==> config.mk <==
export PLATFORM = sky130hd
export DESIGN_NAME = serial_word_rx
export DESIGN_NICKNAME = d
export VERILOG_FILES = /design/src/rtl/serial_pkg.sv /design/src/rtl/serial_word_hold.sv /design/src/rtl/serial_word_rx.sv
export SDC_FILE = /design/constraint.sdc
export NUM_CORES = 1
export LEC_CHECK = 0
export ABC_AREA = 0
export CORE_MARGIN = 1.5
export CORE_UTILIZATION = 55
export CTS_BUF_LIST = sky130_fd_sc_hd__clkbuf_4
export DETAILED_ROUTE_END_ITERATION = 10
export DONT_BUFFER_PORTS = 1
export PLACE_DENSITY = 0.74
export SYNTH_ARGS = -nofsm -noshare
export SYNTH_HDL_FRONTEND = slang
export SYNTH_SLANG_ARGS = --single-unit
export TNS_END_PERCENT = 1
==> constraint.sdc <==
create_clock -name clk -period 2.7 [get_ports clk]
set_input_delay 0.27 -clock clk [delete_from_list [all_inputs] [get_ports clk]]
set_output_delay 0.27 -clock clk [all_outputs]
set_load 0.01 [all_outputs]
==> src/rtl/serial_pkg.sv <==
// Shared definitions for the serial word link (transmitter and receiver).
// Contents:
//   DEFAULT_WIDTH - default word length shared by both ends of the link
//   ST_IDLE/RECV  - receiver FSM state encoding (1 bit)
//   cnt_width()   - width of a counter that spans 0..width-1
package serial_pkg;

    localparam int DEFAULT_WIDTH = 8;

    typedef logic [0:0] rx_state_t;

    localparam rx_state_t ST_IDLE = 1'b0;
    localparam rx_state_t ST_RECV = 1'b1;

    // Bits needed to count 0..width-1; never narrower than one bit.
    function automatic int cnt_width(input int width);
        return (width < 2) ? 1 : $clog2(width);
    endfunction

endpackage

==> src/rtl/serial_word_hold.sv <==
// One-entry holding register with valid/ready handshake and sticky overflow.
// Ports:
//   clk, resetn    - clock (rising edge), asynchronous active-low reset
//   clear          - synchronous clear, highest priority
//   word/word_done - completed word from the assembler and its strobe
//   data_ready     - consumer takes data_out this cycle when data_valid=1
//   data_out       - held word (keeps its stale value after being taken)
//   data_valid     - holding register is full
//   overflow       - sticky: a completed word arrived while full and not taken
module serial_word_hold #(
    parameter int WIDTH = 8
) (
    input  logic             clk,
    input  logic             resetn,
    input  logic             clear,
    input  logic [WIDTH-1:0] word,
    input  logic             word_done,
    input  logic             data_ready,
    output logic [WIDTH-1:0] data_out,
    output logic             data_valid,
    output logic             overflow
);

    // Holding register, handshake and overflow flag.
    always_ff @(posedge clk or negedge resetn) begin
        if (!resetn) begin
            data_out   <= {WIDTH{1'b0}};
            data_valid <= 1'b0;
            overflow   <= 1'b0;
        end else if (clear) begin
            data_out   <= {WIDTH{1'b0}};
            data_valid <= 1'b0;
            overflow   <= 1'b0;
        end else if (word_done) begin
            // A word taken on this same edge frees the slot: load without a bubble.
            if (!data_valid || data_ready) begin
                data_out   <= word;
                data_valid <= 1'b1;
            end else begin
                overflow   <= 1'b1;
            end
        end else if (data_valid && data_ready) begin
            data_valid <= 1'b0;
        end else begin
            data_valid <= data_valid;
        end
    end

endmodule

==> src/rtl/serial_word_rx.sv <==
// Serial-to-parallel word receiver. Reassembles WIDTH-bit words from a bit
// stream (no framing; boundaries counted from reset/clear) and hands them to
// a one-entry holding register.
// Ports:
//   clk, resetn          - clock (rising edge), asynchronous active-low reset
//   clear                - synchronous clear of everything, highest priority
//   ser_in, ser_valid    - serial bit and its sample strobe (no back-pressure)
//   data_out, data_valid - completed word and holding-register-full flag
//   data_ready           - consumer accept
//   busy                 - a partial word is in progress
//   bit_count            - bits collected in the current word (0..WIDTH-1)
//   overflow             - sticky dropped-word flag
module serial_word_rx
    import serial_pkg::*;
#(
    parameter int WIDTH     = DEFAULT_WIDTH,
    parameter bit LSB_FIRST = 1'b1,
    localparam int CNT_W    = cnt_width(WIDTH)
) (
    input  logic             clk,
    input  logic             resetn,
    input  logic             clear,
    input  logic             ser_in,
    input  logic             ser_valid,
    output logic [WIDTH-1:0] data_out,
    output logic             data_valid,
    input  logic             data_ready,
    output logic             busy,
    output logic [CNT_W-1:0] bit_count,
    output logic             overflow
);

    rx_state_t        state_r;
    rx_state_t        state_next_s;
    logic [CNT_W-1:0] bit_count_r;
    logic [CNT_W-1:0] count_next_s;
    logic [WIDTH-1:0] sreg_r;
    logic [WIDTH-1:0] shifted_s;
    logic             word_done_s;

    // Shift direction picks where the first received bit ends up.
    generate
        if (LSB_FIRST) begin : g_lsb_first
            assign shifted_s = {ser_in, sreg_r[WIDTH-1:1]};
        end else begin : g_msb_first
            assign shifted_s = {sreg_r[WIDTH-2:0], ser_in};
        end
    endgenerate

    // Next-state, next-count and word-completion decode.
    always_comb begin
        state_next_s = state_r;
        count_next_s = bit_count_r;
        word_done_s  = 1'b0;
        if (ser_valid) begin
            case (state_r)
                ST_IDLE: begin
                    state_next_s = ST_RECV;
                    count_next_s = CNT_W'(1);
                end
                ST_RECV: begin
                    if (bit_count_r == CNT_W'(WIDTH - 1)) begin
                        state_next_s = ST_IDLE;
                        count_next_s = {CNT_W{1'b0}};
                        word_done_s  = 1'b1;
                    end else begin
                        count_next_s = bit_count_r + CNT_W'(1);
                    end
                end
                default: begin
                    state_next_s = ST_IDLE;
                    count_next_s = {CNT_W{1'b0}};
                end
            endcase
        end else begin
            state_next_s = state_r;
            count_next_s = bit_count_r;
        end
    end

    // FSM state, bit counter and assembly shift register.
    always_ff @(posedge clk or negedge resetn) begin
        if (!resetn) begin
            state_r     <= ST_IDLE;
            bit_count_r <= {CNT_W{1'b0}};
            sreg_r      <= {WIDTH{1'b0}};
        end else if (clear) begin
            state_r     <= ST_IDLE;
            bit_count_r <= {CNT_W{1'b0}};
            sreg_r      <= {WIDTH{1'b0}};
        end else begin
            state_r     <= state_next_s;
            bit_count_r <= count_next_s;
            if (ser_valid) begin
                sreg_r <= shifted_s;
            end else begin
                sreg_r <= sreg_r;
            end
        end
    end

    assign bit_count = bit_count_r;
    assign busy      = (bit_count_r != {CNT_W{1'b0}});

    // The completed word includes the bit sampled on the completion edge.
    serial_word_hold #(
        .WIDTH (WIDTH)
    ) u_hold (
        .clk        (clk),
        .resetn     (resetn),
        .clear      (clear),
        .word       (shifted_s),
        .word_done  (word_done_s),
        .data_ready (data_ready),
        .data_out   (data_out),
        .data_valid (data_valid),
        .overflow   (overflow)
    );

endmodule
==> Word-level counts from Yosys, hierarchy flattened <==
Cells that the tools add are included.
{ "totals": {"reg_bits": 22, "latchBits": 0, "ramBits": 0, "romBits": 0, "in_bits": 6, "out_inout_bits": 14, "elab_cells": 45, "n_memories": 0} }
{ "op_classes": {"addsub": 1, "multipliers": 0, "div": 0, "magnitude_cmp": 0, "n_eq_ne": 3, "shifts": 0, "mux": 23, "n_bitwise": 1, "reduce_logical": 11} }
{ "op_table": {"columns": ["operator", "n"], "rows": [
  ["8-bit two-way mux", 5],
  ["1-bit two-way mux", 13],
  ["3-bit two-way mux", 3],
  ["3-bit case mux with 2 select lines", 1],
  ["2-bit AND reduction", 3],
  ["2-bit nonzero test", 3],
  ["3-bit nonzero test", 2],
  ["3-bit by 1-bit adder with 3-bit output (second input constant)", 1],
  ["3-bit == test (second input constant)", 1],
  ["3-bit inequality test (second input constant)", 1],
  ["2-bit inequality test (second input constant)", 1],
  ["1-bit case mux with 2 select lines", 1],
  ["1-bit logical AND", 1],
  ["1-bit zero test", 1],
  ["1-bit logical OR", 1],
  ["1-bit NOT", 1]
]} }

==> Depth between registers and ports, before layout <==
Gate-level depths: netlist of run 1.
{ "depth": {"word_depth": 6, "ltp_mapped": 6, "depth_no_buf": 5} }

==> By module <==
A second synthesis of run 1 with hierarchy kept.
{ "unflattened": {"cells_unflattened": 87, "hier_area_um2": 1001.0} }
{ "by_module_without_submodules": {"columns": ["module", "n_inst", "cells_per_inst", "area_each_um2", "seq_area_each_um2"], "rows": [
  ["serial_word_rx", 1, 45, 515.5, 275.3],
  ["serial_word_hold", 1, 42, 485.5, 250.2]
]} }

==> Worst setup path after synthesis of run 1 <==
No wires, ideal clock.
{ "synth_timing": {"kind": "register to register", "start": "register bit_count_r[0], in the netlist bit_count[0]", "end": "register u_hold.overflow", "setup_ps": 132, "t_arrival_ps": 1257, "required_time_ps": 2568, "slack_ps": 1311, "stages_incl_launch_ff": 7, "path_buffers": 1, "period_less_slack_ps": 1389, "path_cell_list": "dfrtp_1 ha_1 ha_1 and3_4 buf_6 a21oi_1 nor2_1"} }
{ "synth_via": {"elab_chain_len": 6} }
{ "synth_lines": {"columns": ["element", "line", "text"], "rows": [
  ["start, declared", "serial_word_rx.sv:35", "logic [CNT_W-1:0] bit_count_r;"],
  ["start signal, assigned", "serial_word_rx.sv:85", "bit_count_r <= {CNT_W{1'b0}};"],
  ["start signal, assigned", "serial_word_rx.sv:89", "bit_count_r <= {CNT_W{1'b0}};"],
  ["start signal, assigned", "serial_word_rx.sv:93", "bit_count_r <= count_next_s;"],
  ["3-bit == test", "serial_word_rx.sv:62", "if (bit_count_r == CNT_W'(WIDTH - 1)) begin"],
  ["1-bit two-way mux", "serial_word_rx.sv:62", null],
  ["1-bit two-way mux", "serial_word_rx.sv:56", "case (state_r)"],
  ["1-bit two-way mux", "serial_word_rx.sv:55", "if (ser_valid) begin"],
  ["2-bit nonzero test (no source line)", null, null],
  ["2-bit AND reduction (no source line)", null, null],
  ["end signal, assigned", "serial_word_hold.sv:29", "overflow <= 1'b0;"],
  ["end signal, assigned", "serial_word_hold.sv:33", "overflow <= 1'b0;"],
  ["end signal, assigned", "serial_word_hold.sv:40", "overflow <= 1'b1;"],
  ["end, declared", "serial_word_hold.sv:21", "output logic overflow"]
]} }
No other way between the ends.
A chain may end at the register's enable or synchronous reset.

==> Worst setup path after layout of run 1 <==
{ "layout_timing": {"start": "register bit_count_r[0], in the netlist bit_count[0]", "end": "register u_hold.data_out[4]"} }
{ "layout_via": {"elab_chain_len": 6} }
{ "layout_lines": {"columns": ["element", "line", "text"], "rows": [
  ["3-bit == test", "serial_word_rx.sv:62", null],
  ["1-bit two-way mux", "serial_word_rx.sv:62", null],
  ["1-bit two-way mux", "serial_word_rx.sv:56", null],
  ["1-bit two-way mux", "serial_word_rx.sv:55", null],
  ["2-bit nonzero test (no source line)", null, null],
  ["2-bit AND reduction (no source line)", null, null],
  ["end signal, assigned", "serial_word_hold.sv:27", "data_out <= {WIDTH{1'b0}};"],
  ["end signal, assigned", "serial_word_hold.sv:31", "data_out <= {WIDTH{1'b0}};"],
  ["end signal, assigned", "serial_word_hold.sv:37", "data_out <= word;"],
  ["end, declared", "serial_word_hold.sv:19", "output logic [WIDTH-1:0] data_out,"]
]} }
No other way between the ends.

==> results of run 1 <==
sequential cells by signal (all words and copies together), names as in the netlist:
signal	flops
bit_count	3
sreg_r	7
state_r	1
u_hold.data_out	8
u_hold.data_valid	1
u_hold.overflow	1
how the worst max path moves through the flow:
stage                          to  depth (start not counted)    startpoint
4_1_cts        u_hold.data_out[4]                          5  bit_count[0]
3_5_place_dp   u_hold.data_out[4]                          5  bit_count[0]
6_report       u_hold.data_out[4]                          5  bit_count[0]
3_3_place_gp   u_hold.data_out[4]                          5  bit_count[0]
2_1_floorplan     u_hold.overflow                          6  bit_count[0]
5_1_grt        u_hold.data_out[3]                          5  bit_count[0]
cells in the final DEF (no fill, tap or decap):
master and instances:
inv_1 2, clkbuf_4 4, o21ai_0 9, ha_1 3
nor2_1 12, o211ai_1 1, mux2i_1 7, and3_4 1
dfrtp_1 21, nand3b_1 8, dlygate4sd3_1 3, nor2b_4 1
nand3_1 3, nor3_1 1, nand2b_1 3, a21oi_1 11
per-layer routing:
layer / global-route usage / vias up / share of wire
met5: 0 / - / 0
met4: 0.0909 / 0 / 0.014
met3: 0.0440 / 2 / 0.038
met2: 0.267 / 16 / 0.45
met1: 0.259 / 306 / 0.49
li1: - / 310 / -
logic make-up after synthesis:
logic type | synth area share
AO/OA/AOI/OAI | 0.113
multiplexers | 0.0733
adder cells (fa/ha/maj) | 0.0393
AND/OR/NAND/NOR | 0.177
buffers and inverters | 0.0484
flip-flops | 0.550
power by group through the flow:
stage | clock network (W) | registers [W] | logic, W
6_report | 0.000158 | 0.000324 | 0.0000217
5_1_grt | 0.000173 | 0.000326 | 0.0000248
4_1_cts | 0.000160 | 0.000324 | 0.0000192
3_5_place_dp | 0 | 0.000331 | 0.0000123
3_3_place_gp | 0 | 0.000330 | 0.0000117
2_1_floorplan | 0 | 0.000329 | 0.0000194
through the flow:
stage | area, sq um | total power (W) | utilization | setup WS (ns) | cells
final | 997 | 0.000504 | 0.640 | 1.20 | 106
after global routing | 997 | 0.000524 | 0.640 | 1.01 | 106
after detailed placement | 937 | 0.000343 | 0.601 | 1.22 | 99
after global placement | 937 | 0.000342 | 0.601 | 1.29 | 99
after floorplan | 956 | 0.000349 | - | 1.31 | 89
after CTS | 977 | 0.000504 | 0.627 | 1.18 | 104
repair_timing:
| action | 4_1_cts | 5_1_grt |
|---|---|---|
| setup endpoints to repair | 0 | 0 |
| hold buffers | 1 | 2 |
| hold endpoints to repair | 21 | 4 |
cell type report:
| type | count | area, sq um |
|---|---|---|
| fill | 122 | 562 |
| sequential | 21 | 526 |
| multi-input combinational | 60 | 384 |
| clock buffer | 4 | 30.0 |
| timing repair buffer | 3 | 30.0 |
| tap | 16 | 20.0 |
| inverter | 2 | 7.51 |
==> flow_metrics.py, run 1 <==
metrics = {
    "global_routing": {
        "grt_max_degree": 22,
        "grt.overflow.total": 0,
        "antenna_found_initial": 0,
        "grt_pass1_vias": 564,
        "grt_pass1_wl_mm": 2.62,
        "grt_usage": 0.184,
    },
    "hold_path": {
        "min_to": "bit_count[0]",
        "hp-class": "in2reg",
        "min_from": "clear",
        "holdPathStages": 1,
    },
    "yosys": {
        "synth_area_sq_um": 956,
        "synth_edf_count": 0,
        "ys_ff_latch": 21,
        "postSynthNetCount": 98,
        "syn_inst": 89,
        "yosysSeqAreaShare": 0.550,
        "synth_area_leaders": "dfrtp_1 55%, mux2i_1 7.3%, nand3b_1 6.3%",
        "synth.avg_cell_area_sq_um": 10.7,
        "synthArstFlopShare": 1.00,
        "yosysUniqueCellTypes": 18,
        "yosys-top-cells-count": "21 x dfrtp_1, 12 x nor2_1, 11 x a21oi_1, 9 x o21ai_0, 8 x nand3b_1",
        "synth_top_area_frac": 0.550,
        "synth_ff_type": "dfrtp_1",
        "yosys_warnings": 0,
        "synth_top_area_cell": "dfrtp_1",
        "yosysMostFrequentCell": "dfrtp_1",
    },
    "setup_path": {
        "required_ns": 2.89,
        "crit_chain": "ha_1 > ha_1 > nand3_1 > o21ai_0 > a21oi_1",
        "critical_path_class": "reg2reg",
        "rrSetupSlack_ns": 1.20,
        "arrival_ns": 1.70,
        "crit_family": "flip-flops",
        "slowest_delay_ns": 0.47,
        "reg2reg_from": "bit_count[0]",
        "slowest_stage": "dfrtp_1",
        "rr_endpoint": "u_hold.data_out[4]",
        "rr_worst_depth": 5,
        "start_kind": "flop",
        "path_common_cell": "ha_1",
        "path_buf_inv": 0,
        "end_kind": "flop",
        "cp_max_fo": 8,
    },
    "power": {
        "p_comb_frac": 0.043,
        "internal_power_w": 0.000396,
        "cellPowerDensity_nw_per_um2": 505,
        "switching_share": 0.214,
        "pwr-share-clk": 0.313,
        "p_leak_nw": 0.451,
        "p_seq_frac": 0.644,
        "max-vdd-ir-drop_v": 0.000305,
        "p_switching_w": 0.000108,
    },
    "drt": {
        "wl_per_cell_um": 15.1,
        "drt_pass1_iterations": 7,
        "vias": 634,
        "viasPerCell": 5.98,
        "drt-initial-drc-count": 13,
        "drc_errors": 1,
        "wl_mm": 1.60,
        "ant_nets": 0,
    },
    "place": {
        "numPortBuffers": 0,
        "hpwl_mm": 1.10,
        "gp_congestion": 0.766,
    },
    "floorplanning": {
        "die_w_um": 44.7,
        "ios": 20,
        "core_sq_um": 1560,
        "initial_core_util": 0.613,
        "dieArea_sq_um": 2000,
        "row_count": 14,
        "die_y_um": 44.7,
    },
    "timing": {
        "hold_violations": 0,
        "finalSetupViolCount": 0,
        "slew_headroom": 0.406,
        "rsz0062_at_grt": "false",
        "setup_tns_ns": 0,
        "timing.fmax_ghz": 0.666,
        "slew_viol_final": 0,
        "period_share": 0.556,
        "skew_ns": 0.00347,
        "holdWs_ns": 0.0138,
        "finalCriticalPeriod_ns": 1.50,
        "tightest_slew_ns": 0.888,
    },
    "cts": {
        "cts_buffers": 3,
        "root_buffer": "clkbuf_4",
        "clk_latency_ns": 0.30,
        "cts_resized": 0,
        "htreeDepth": 1,
        "postCtsSetupBuffers": 0,
        "cts_sinks": 21,
        "cts_tree": "built",
        "clk_pin_slew_ns": 0.11,
        "clock_path_buffers": 2,
    },
    "flow_run": {
        "cap_viol_max_count": 0,
    },
    "cells_and_area": {
        "syn_to_final_growth_pct": 4.32,
        "drive_gt1_frac": 0.0667,
        "nets": 100,
        "n_antenna_cell": 0,
    },
    "run_status": {
        "violations": "DRC",
        "status": "finished with violations",
    },
}
No activity file was read; power rests on OpenSTA's default activity.
==> run 2: changes to the inputs <==
--- a/config.mk
+++ b/config.mk
@@ -11,7 +11,7 @@
 export CTS_BUF_LIST = sky130_fd_sc_hd__clkbuf_4
 export DETAILED_ROUTE_END_ITERATION = 10
 export DONT_BUFFER_PORTS = 1
-export PLACE_DENSITY = 0.74
+export PLACE_DENSITY = 0.77
 export SYNTH_ARGS = -nofsm -noshare
 export SYNTH_HDL_FRONTEND = slang
 export SYNTH_SLANG_ARGS = --single-unit
==> constraint.sdc (replaced) <==
create_clock -name clk -period 1.3 [get_ports clk]
set_input_delay 0.13 -clock clk [delete_from_list [all_inputs] [get_ports clk]]
set_output_delay 0.13 -clock clk [all_outputs]
set_load 0.01 [all_outputs]
==> run 2 against run 1 <==
Net effect: the run ends with DRC, setup timing left; first-iteration DRC count grew 31%; worst hold slack improved by 0.048 ns; sequential share of layout area down 5.9 points; register-to-register slack worse by 1.2 ns; combinational power grew to 4.1 times the previous value; sequential power up 110%; via count is 8.4% higher; clock skew grew 0.00086 ns; final area grew 13%; largest cell class unchanged.
==> flow_metrics.py, run 2 (same netlist as run 1, synthesis figures left out) <==
metrics = {
    "run_status": {
        "status": "finished with violations",
        "violations": "DRC, setup timing",
    },
    "hold_path": {
        "hp-class": "in2reg",
        "min_from": "data_ready",
        "min_to": "u_hold.data_valid",
        "holdPathStages": 3,
    },
    "setup_path": {
        "start_kind": "flop",
        "path_depth": 5,
        "critical_path_class": "reg2reg",
        "rrSetupSlack_ns": -0.02,
        "cp_max_fo": 5,
        "path_buf_inv": 0,
        "crit_chain": "ha_2 > ha_4 > and3_4 > nand3b_1 > a21oi_1",
        "reg2reg_from": "bit_count[0]",
        "end_kind": "flop",
        "required_ns": 1.52,
        "crit_family": "flip-flops",
        "arrival_ns": 1.54,
        "rr_worst_depth": 5,
        "slowest_stage": "dfrtp_1",
        "slowest_delay_ns": 0.39,
        "rr_endpoint": "u_hold.data_out[4]",
    },
    "power": {
        "p_seq_frac": 0.629,
        "pwr-share-clk": 0.288,
        "p_switching_w": 0.000257,
        "switching_share": 0.240,
        "total_power_w": 0.00107,
        "internal_power_w": 0.000813,
        "max-vdd-ir-drop_v": 0.000538,
        "p_leak_nw": 0.479,
        "p_comb_frac": 0.083,
        "cellPowerDensity_nw_per_um2": 953,
    },
    "cells_and_area": {
        "final_core_util": 0.720,
        "fill_cells": 101,
        "layout_common_cells": "21 x dfrtp_1, 12 x nor2_1, 8 x nand3b_1, 8 x a21oi_1, 7 x mux2i_1",
        "largest_reg_flops": 8,
        "nets": 106,
        "syn_to_final_growth_pct": 17.4,
        "layout_commonest_cell": "dfrtp_1",
        "regMostFlops": "u_hold.data_out",
        "drive_gt1_frac": 0.229,
        "n_antenna_cell": 0,
    },
    "global_routing": {
        "grt.overflow.total": 0,
        "met1_usage": 0.272,
        "grt_pass1_wl_mm": 2.85,
        "grt_pass1_vias": 621,
        "gr-usage-met2": 0.296,
        "grt-busiest-layer": "met2",
        "antenna_found_initial": 0,
        "grt_max_degree": 22,
        "grt_usage": 0.198,
        "grt_util_met3": 0.0520,
    },
    "timing": {
        "skew_ns": 0.00433,
        "finalCriticalPeriod_ns": 1.32,
        "rsz0062_at_grt": "true",
        "holdWs_ns": 0.0623,
        "timing.fmax_ghz": 0.760,
        "period_share": 1.01,
        "hold_violations": 0,
        "fin_ws_ns": -0.0164,
        "slew_headroom": 0.390,
        "tightest_slew_ns": 0.912,
        "finalSetupViolCount": 3,
        "setup_tns_ns": -0.0440,
        "slew_viol_final": 0,
    },
    "floorplanning": {
        "core_sq_um": 1560,
        "die_y_um": 44.7,
        "die_w_um": 44.7,
        "row_count": 14,
        "ios": 20,
        "initial_core_util": 0.613,
        "dieArea_sq_um": 2000,
    },
    "drt": {
        "vias": 687,
        "wl_per_cell_um": 17.7,
        "drt-initial-drc-count": 17,
        "ant_nets": 0,
        "drc_errors": 2,
        "drt_pass1_iterations": 7,
        "wl_mm": 1.98,
        "viasPerCell": 6.13,
    },
    "place": {
        "hpwl_mm": 1.14,
        "numPortBuffers": 0,
        "pre_cts_slack_ns": 0.00782,
        "gp_congestion": 0.764,
    },
    "cts": {
        "clk_pin_slew_ns": 0.12,
        "root_buffer": "clkbuf_4",
        "cts_tree": "built",
        "clock_path_buffers": 2,
        "clk_latency_ns": 0.30,
        "cts_sinks": 21,
        "postCtsSetupBuffers": 0,
        "htreeDepth": 1,
        "cts_buffers": 3,
    },
    "flow_run": {
        "cap_viol_max_count": 0,
    },
}
## run 2: cell count changes in the layout (fill, tap and decap cells not counted), sizes merged
cell,before,now
buf,0,3
dlygate4sd3,3,5
and3,1,2
clkbuf,4,3
clkinv,0,1
## run 2: layer usage
layer  up-vias  share of wire
met5         -              0
met4         0              0
met3         0          0.041
met2        25           0.50
met1       335           0.46
li1        327              -
## run 2: worst register-to-register path: cells and delay by family (launching register included)
| kind | cells | cell delay, ns |
|---|---|---|
| AO/OA/AOI/OAI | 1 | 0.16 |
| adder cells (fa/ha/maj) | 2 | 0.37 |
| flip-flops | 1 | 0.39 |
| AND/OR/NAND/NOR | 2 | 0.32 |
## run 2: area by class of cell
type / count / area (sq um) / share of cell area
clock buffers: 3 / 22.5 / 0.0201
clock inverters: 1 / 5.00 / 0.00446
inverters: 2 / 7.51 / 0.00669
multi-input cells: 61 / 462 / 0.411
flip-flops and latches: 21 / 526 / 0.468
well taps: 16 / 20.0 / 0.0178
repair buffers: 8 / 80.1 / 0.0713
## run 2: repair_timing
item,4_1_cts,5_1_grt
pin swaps,0,5
cloned,0,1
hold endpoints to repair,42,1
hold buffers,4,1
gates resized for setup,4,17
endpoints found under the setup margin,4,10
## run 2: worst max-delay path by stage
stage	to	start	slack, ns
final	u_hold.data_out[4]	bit_count[0]	-0.02
after global routing	u_hold.data_out[7]	bit_count[0]	-0.06
after CTS	busy	bit_count[0]	-0.01
after detailed placement	u_hold.data_out[6]	bit_count[0]	0.008
after global placement	u_hold.data_out[4]	bit_count[0]	0.07
after floorplan	u_hold.overflow	bit_count[1]	-0.02
## run 2: through the flow
step / cell area, sq um / instances
after global routing: 1120 / 112
after detailed placement: 978 / 102
after global placement: 978 / 102
after CTS: 1060 / 110
after floorplan: 975 / 89
final: 1120 / 112
## run 2: power groups by stage
stage / clock network, W / registers, W / logic (W)
CTS: 0.000321 / 0.000671 / 0.0000801
floorplan: 0 / 0.000684 / 0.0000405
detailed placement: 0 / 0.000683 / 0.0000358
global route: 0.000352 / 0.000674 / 0.0000975
finish: 0.000308 / 0.000673 / 0.0000888
global placement: 0 / 0.000683 / 0.0000337
